File: config.mk
export PLATFORM = sky130hd
export DESIGN_NAME = result_handshake
export DESIGN_NICKNAME = d
export VERILOG_FILES = /design/src/rtl/result_handshake.sv
export SDC_FILE = /design/constraint.sdc
export NUM_CORES = 1
export LEC_CHECK = 0
export ABC_AREA = 1
export BUFFER_PORTS_ARGS = -buffer_cell sky130_fd_sc_hd__buf_2
export CAP_MARGIN = 10
export CELL_PAD_IN_SITES_DETAIL_PLACEMENT = 0
export CELL_PAD_IN_SITES_GLOBAL_PLACEMENT = 1
export CORE_UTILIZATION = 35
export DETAILED_ROUTE_END_ITERATION = 7
export GPL_TIMING_DRIVEN = 1
export PLACE_DENSITY = 0.69
export REMOVE_ABC_BUFFERS = 1
export SETUP_SLACK_MARGIN = 0.2
export SYNTH_ARGS = -nofsm -noshare
export SYNTH_HDL_FRONTEND = slang
export SYNTH_SLANG_ARGS = --single-unit
export TNS_END_PERCENT = 30
File: constraint.sdc
create_clock -name clk -period 2.2 [get_ports clk]
set_input_delay 0.55 -clock clk [delete_from_list [all_inputs] [get_ports clk]]
set_output_delay 0.55 -clock clk [all_outputs]
set_load 0.02 [all_outputs]
File: src/rtl/result_handshake.sv
// result_handshake: shows a 4-bit classification result to a host and
// holds it until the host has completed a four-phase acknowledge. One
// result can wait in a pending slot. If another result arrives while that
// slot is full, it is dropped and the sticky overrun flag is raised.
module result_handshake (
    input  logic       clk,
    input  logic       rst_n,
    input  logic [3:0] answer_in,
    input  logic       layer_3_done,
    input  logic       ack_pin,
    output logic [3:0] result_out,
    output logic       result_valid,
    output logic       result_bad,
    output logic       parity,
    output logic       overrun,
    output logic [7:0] result_count
);

    typedef enum logic [1:0] {
        EMPTY = 2'd0,
        SHOW  = 2'd1,
        ACKED = 2'd2
    } state_e;

    state_e     state_q, state_d;
    logic       ack_meta_q, ack_meta_d;
    logic       ack_s_q, ack_s_d;
    logic       done_q, done_d;
    logic [3:0] disp_q, disp_d;
    logic       pend_valid_q, pend_valid_d;
    logic [3:0] pend_answer_q, pend_answer_d;
    logic       overrun_q, overrun_d;
    logic [7:0] count_q, count_d;
    logic       valid_q, valid_d;
    logic       bad_q, bad_d;
    logic       parity_q, parity_d;
    logic       capture;
    logic       take;

    // Next-state logic: synchroniser, edge detect, display FSM and pending slot.
    always_comb begin
        ack_meta_d    = ack_pin;
        ack_s_d       = ack_meta_q;
        done_d        = layer_3_done;
        state_d       = state_q;
        disp_d        = disp_q;
        pend_valid_d  = pend_valid_q;
        pend_answer_d = pend_answer_q;
        overrun_d     = overrun_q;
        count_d       = count_q;
        capture       = layer_3_done & ~done_q;
        take          = 1'b0;

        unique case (state_q)
            EMPTY: begin
                if (capture) begin
                    disp_d  = answer_in;
                    state_d = SHOW;
                    take    = 1'b1;
                end
            end
            SHOW: begin
                if (ack_s_q) begin
                    state_d = ACKED;
                    if (count_q != 8'hFF) begin
                        count_d = count_q + 8'd1;
                    end
                end
            end
            ACKED: begin
                if (!ack_s_q) begin
                    if (pend_valid_q) begin
                        disp_d       = pend_answer_q;
                        pend_valid_d = 1'b0;
                        state_d      = SHOW;
                    end else if (capture) begin
                        disp_d  = answer_in;
                        state_d = SHOW;
                        take    = 1'b1;
                    end else begin
                        state_d = EMPTY;
                    end
                end
            end
            default: state_d = EMPTY;
        endcase

        // A capture that did not go straight to the display goes to the
        // pending slot. The check uses the slot state after this cycle's
        // drain, so draining and refilling in the same cycle does not set
        // overrun.
        if (capture && !take) begin
            if (!pend_valid_d) begin
                pend_valid_d  = 1'b1;
                pend_answer_d = answer_in;
            end else begin
                overrun_d = 1'b1;
            end
        end

        valid_d  = (state_d == SHOW);
        bad_d    = (disp_d > 4'd9);
        parity_d = (^disp_d) ^ valid_d;
    end

    // State and output registers with synchronous active-low reset.
    always_ff @(posedge clk) begin
        if (!rst_n) begin
            state_q       <= EMPTY;
            ack_meta_q    <= 1'b0;
            ack_s_q       <= 1'b0;
            done_q        <= 1'b0;
            disp_q        <= '0;
            pend_valid_q  <= 1'b0;
            pend_answer_q <= '0;
            overrun_q     <= 1'b0;
            count_q       <= '0;
            valid_q       <= 1'b0;
            bad_q         <= 1'b0;
            parity_q      <= 1'b0;
        end else begin
            state_q       <= state_d;
            ack_meta_q    <= ack_meta_d;
            ack_s_q       <= ack_s_d;
            done_q        <= done_d;
            disp_q        <= disp_d;
            pend_valid_q  <= pend_valid_d;
            pend_answer_q <= pend_answer_d;
            overrun_q     <= overrun_d;
            count_q       <= count_d;
            valid_q       <= valid_d;
            bad_q         <= bad_d;
            parity_q      <= parity_d;
        end
    end

    assign result_out   = disp_q;
    assign result_valid = valid_q;
    assign result_bad   = bad_q;
    assign parity       = parity_q;
    assign overrun      = overrun_q;
    assign result_count = count_q;

endmodule
# Yosys cells after proc, flatten, opt, wreduce, memory -nomap -nowiden
# Cells that the tools add are included.
# W data, S select, Z words.
[totals]
word_cells = 46
in_bits = 8
reg_bits = 26
[classes]
bitwise = 4
n_addsub = 1
n_eq_ne = 4
magnitude_cmp = 1
reduce_logical = 7
mux = 17
[op_table]
columns = ["cell", "n"]
rows = [
  ["$mux W4", 3],
  ["$add A8 B1 Y8 const B", 1],
  ["$mux W1", 8],
  ["$ne A8 B8 Y1 const B", 1],
  ["$pmux W4 S2", 1],
  ["$mux W2", 3],
  ["$pmux W2 S3", 1],
  ["$eq A2 B1 Y1 const B", 2],
  ["$gt A4 B4 Y1 const B", 1],
  ["$reduce_and A2 Y1", 2],
  ["$reduce_xor A4 Y1", 1],
  ["$reduce_and A3 Y1", 1],
  ["$eq A2 B2 Y1 const B", 1],
  ["$logic_not A2 Y1", 1],
  ["$not A1 Y1", 2],
  ["$pmux W1 S2", 1],
  ["$and A1 B1 Y1", 1],
  ["$logic_and A1 B1 Y1", 1],
  ["$logic_not A1 Y1", 1],
  ["$xor A1 B1 Y1", 1],
]

# Logic depth before layout (Yosys ltp)
[depth]
depth_word = 9
ltp_mapped = 12
ltp_nobuf = 12

# Worst setup path after synthesis
# No wires, ideal clock.
[synth_timing]
kind = "input to register"
start = "in layer_3_done"
end = "reg parity_q, in the netlist parity"
path_buffers = 0
cell_stages = 10
t_required_ns = 2.071
arrival_time_ns = 1.782
setup_time_ns = 0.129
path_slack_ns = 0.289
cell_sequence = "nand2_1 nand2_1 o21ai_0 or2_0 nand3_1 inv_1 ha_1 xor2_1 o21ai_0 a21oi_1"
[synth_via]
elab_chain_cells = 7
[synth_rtl]
columns = ["element", "line_no", "text"]
rows = [
  ["start: declaration", "9", "input logic layer_3_done,"],
  ["$and A1 B1 Y1 *", "51", "capture = layer_3_done & ~done_q;"],
  ["$mux W4 *", "56, 76", ""],
  ["$mux W4", "72", "if (pend_valid_q) begin"],
  ["$mux W4", "71", "if (!ack_s_q) begin"],
  ["$pmux W4 S2 *", "54", "unique case (state_q)"],
  ["net disp_d[2]", "29", "logic [3:0] disp_q, disp_d;"],
  ["$reduce_xor A4 Y1 *", "103", "parity_d = (^disp_d) ^ valid_d;"],
  ["$xor A1 B1 Y1 *", "103", ""],
  ["end signal: assignment", "133", "parity_q <= parity_d;"],
  ["end: declaration", "36", "logic parity_q, parity_d;"],
]
# The timed path passes the listed nets; every way through them passes the cells marked *.
# A chain may end at the register's enable or synchronous reset.

# Final worst setup path
[layout_timing]
start = "reg state_q[0]"
end = "reg parity_q, in the netlist parity"
[layout_via]
elab_chain_cells = 4
[layout_rtl]
columns = ["element", "line_no", "text"]
rows = [
  ["start: declaration", "25", "state_e state_q, state_d;"],
  ["start signal: assignment", "122", "state_q <= state_d;"],
  ["$eq A2 B2 Y1 (tied with other cells)", "54", ""],
  ["$pmux W2 S3 or $pmux W4 S2 (tied branches)", "54", ""],
  ["$eq A2 B1 Y1 or $reduce_xor A4 Y1 (tied branches)", "101, 103", ""],
  ["$xor A1 B1 Y1 *", "103", ""],
]
# Every way passes the cells marked *; elsewhere a longest branch is shown, timed or not.

==> run metrics <==
Slew HR 0.726; slowest cell on the critical path dfxtp_2; Power Density 650 mW/mm2; Final GP Congestion around 0.85; final worst path period need 1.84 ns; Area Growth Syn to Fin 21.6%; WHS ~0.42 ns; gr ovfl total 0; clock slew at reported path FFs 0.09 ns; number of global-route vias before repair 1025; Sum Neg Setup Slack 0 ns; share of the synthesized area in the top cell type 0.400; Tcrit/Tclk final 0.835; # diodes 0; CTS tree yes; post-DP HPWL 2150 um; # DRC 0; Worst VDD drop 274 uV; FMAX 544 MHz; crit path DAT between 1.5 and 2 ns; worst setup margin approximately 0.36 ns; IO Pins 24; Synth Cell Area 0.00130 mm2; Detailed Route Iter0 Violations 40; Yosys cell types 26; Buf/Inv on CP 3; H-tree levels 1; leading area contributor after synthesis dfxtp_1; number of CTS-inserted buffers 3; die area 0.00396 mm2; synth top area cells dfxtp_1 (40%), nand2_1 (10%), inv_1 (8.1%); final count of hold timing violations 0; Die Height about 63 um; clock sink count 26; initial antenna violation count 0; clk_lat worst skew 0.27 ns; cell family with most CP delay compound AO/OA/AOI/OAI gates; CP peak stage delay 0.38 ns; First-pass DRT Iterations 4; Required @ worst endpoint 2.34 ns; Cells after Synth 178; RSZ-0062 raised after global routing false; num rows 21; Setup Viol. Count Final 0; total setup buffers inserted after CTS 0; Worst Hold Class reg -> reg; CTS Root Cell clkbuf_8; Initial Util 0.378; final wirelength 2720 um; flop2flop setup slack 0.36 ns; leakage power 0.803 nW; post-CTS resize count 0; Antenna Nets Post-Route 0; largest net degree at the start of global routing 15; Max Cap Viol 0; number of synthesized register bits 26; CORE AREA 0.00344 mm2; # nets final approximately 220; Via density 4.66; Synth warnings 0; sequential share of the synthesized area 0.400; drt wl/cell 10.7 um; clk buf depth 2; Total GRT Usage 0.145; die width 62.9 um; CP Cell Sequence buf_4 -> inv_2 -> nand2_1 -> a21oi_1 -> a21oi_1 -> inv_1 -> ha_1 -> xor2_2 -> o21ai_1 -> a21oi_1; Setup CP Type reg -> reg; crit-path most repeated cell a21oi_1; first-pass GRT wire length 4550 um; DP Worst Slack 0.0238 ns; hold buffer count at CTS 0; Setup Skew 0.00311 ns; Crit Path Max Fanout 5; syn_area_per_cell around 7.3 um2; status finished, final reports clean; measured slew at the worst slew-check pin between 0.4 and 0.5 ns; vias 1183; crit path launch type register; final slew viol count 0; fraction of layout cells with a size suffix above 1 0.231; count of input and output buffers 23; Worst Setup End Kind register
path summary, 6_finish.rpt:
path,from,end,cells after the start
hold reg to reg,ack_meta_q,ack_s_q,2
hold / removal,ack_meta_q,ack_s_q,2
setup reg to reg,state_q[0],parity,10
setup / recovery,state_q[0],parity,10
cells in the final DEF (no fill, tap or decap):
| cell type | n |
|---|---|
| ha_1 | 3 |
| o21ai_1 | 2 |
| buf_2 | 23 |
| inv_1 | 28 |
| inv_2 | 1 |
| nand4_1 | 2 |
| nand2_2 | 1 |
| ha_4 | 1 |
| xor2_2 | 1 |
| a21oi_1 | 20 |
| o211ai_1 | 1 |
| o21a_1 | 1 |
| or2_4 | 1 |
| dfxtp_1 | 25 |
| nor2_1 | 17 |
| o21ai_0 | 10 |
| xor2_1 | 2 |
| nand3_1 | 11 |
| or2_2 | 1 |
| a211oi_1 | 1 |
| nand2_1 | 35 |
| or2_0 | 1 |
| and3_1 | 1 |
| buf_4 | 6 |
| nor2_4 | 2 |
| nor3b_2 | 1 |
| nor2_8 | 1 |
| dfxtp_2 | 1 |
| nand2_4 | 1 |
| nand4_2 | 1 |
| nor3_4 | 1 |
| nor2_2 | 1 |
| clkbuf_8 | 4 |
layer usage:
| metal | wire, um | global-route usage | vias up |
|---|---|---|---|
| met3 | 81 | 0.0219 | 4 |
| met2 | 1130 | 0.215 | 26 |
| met1 | 1480 | 0.212 | 528 |
| met4 | 28 | 0.0436 | 0 |
| li1 | - | - | 625 |
| met5 | 0 | 0 | - |
cells in the mapped netlist:
| cell | n |
|---|---|
| nor2_1 | 19 |
| inv_1 | 28 |
| a21oi_1 | 20 |
| or2_0 | 1 |
| nor3b_2 | 1 |
| nand4_1 | 2 |
| ha_1 | 4 |
| a211oi_1 | 1 |
| or2_2 | 1 |
| o211ai_1 | 1 |
| nand3_1 | 11 |
| nand4_2 | 1 |
| xor2_1 | 3 |
| clkbuf_1 | 1 |
| o21a_1 | 1 |
| buf_6 | 2 |
| nand2_4 | 1 |
| nor2_4 | 1 |
| nand2_1 | 36 |
| inv_2 | 1 |
| or2_4 | 1 |
| nor3_4 | 1 |
| dfxtp_1 | 26 |
| o21ai_0 | 12 |
| nor2_8 | 1 |
| and3_1 | 1 |
kinds of logic (layout without fill, tap and decap cells):
logic type	after synthesis	in the layout	synth area share
compound gates	35	35	0.141
xor+xnor	3	3	0.0202
fa+ha+maj	4	4	0.0385
buf+inv	32	62	0.104
flops	26	26	0.400
simple gates	78	78	0.296
power breakdown:
group / internal [W] / switching [W] / total [W] / leakage (nW)
clock network: 0.000160 / 0.000147 / 0.000307 / 0.0288
logic: 0.0000835 / 0.000126 / 0.000209 / 0.562
registers: 0.000496 / 0.0000151 / 0.000511 / 0.212
registers in the layout, summed over array words and instances, names as in the netlist:
name,cells
ack_meta_q,1
ack_s_q,1
done_q,1
overrun,1
parity,1
pend_answer_q,4
pend_valid_q,1
result_bad,1
result_count,8
result_out,4
result_valid,1
state_q,2
worst min-delay path, delay by kind of cell (launching register included):
kind          cells  cell delay [ns]
flops             1             0.31
simple gates      1             0.05
buf+inv           1             0.03
cell type report:
| cell class | count | area [um2] |
|---|---|---|
| Clock buffer | 4 | 55.1 |
| Fill cell | 367 | 1860 |
| Tap cell | 46 | 57.6 |
| Multi-Input combinational cell | 120 | 677 |
| Inverter | 29 | 109 |
| Timing Repair Buffer | 29 | 160 |
| Sequential cell | 26 | 522 |
metrics by stage:
step | power (W) | instances | utilization | area [um2]
6_report | 0.00103 | 254 | 0.459 | 1580
5_1_grt | 0.00110 | 254 | 0.459 | 1580
4_1_cts | 0.00103 | 254 | 0.449 | 1550
3_5_place_dp | 0.000712 | 250 | 0.433 | 1490
3_3_place_gp | 0.000710 | 250 | 0.433 | 1490
2_1_floorplan | 0.000643 | 175 | - | 1270
(Power assumes the default switching activity.)
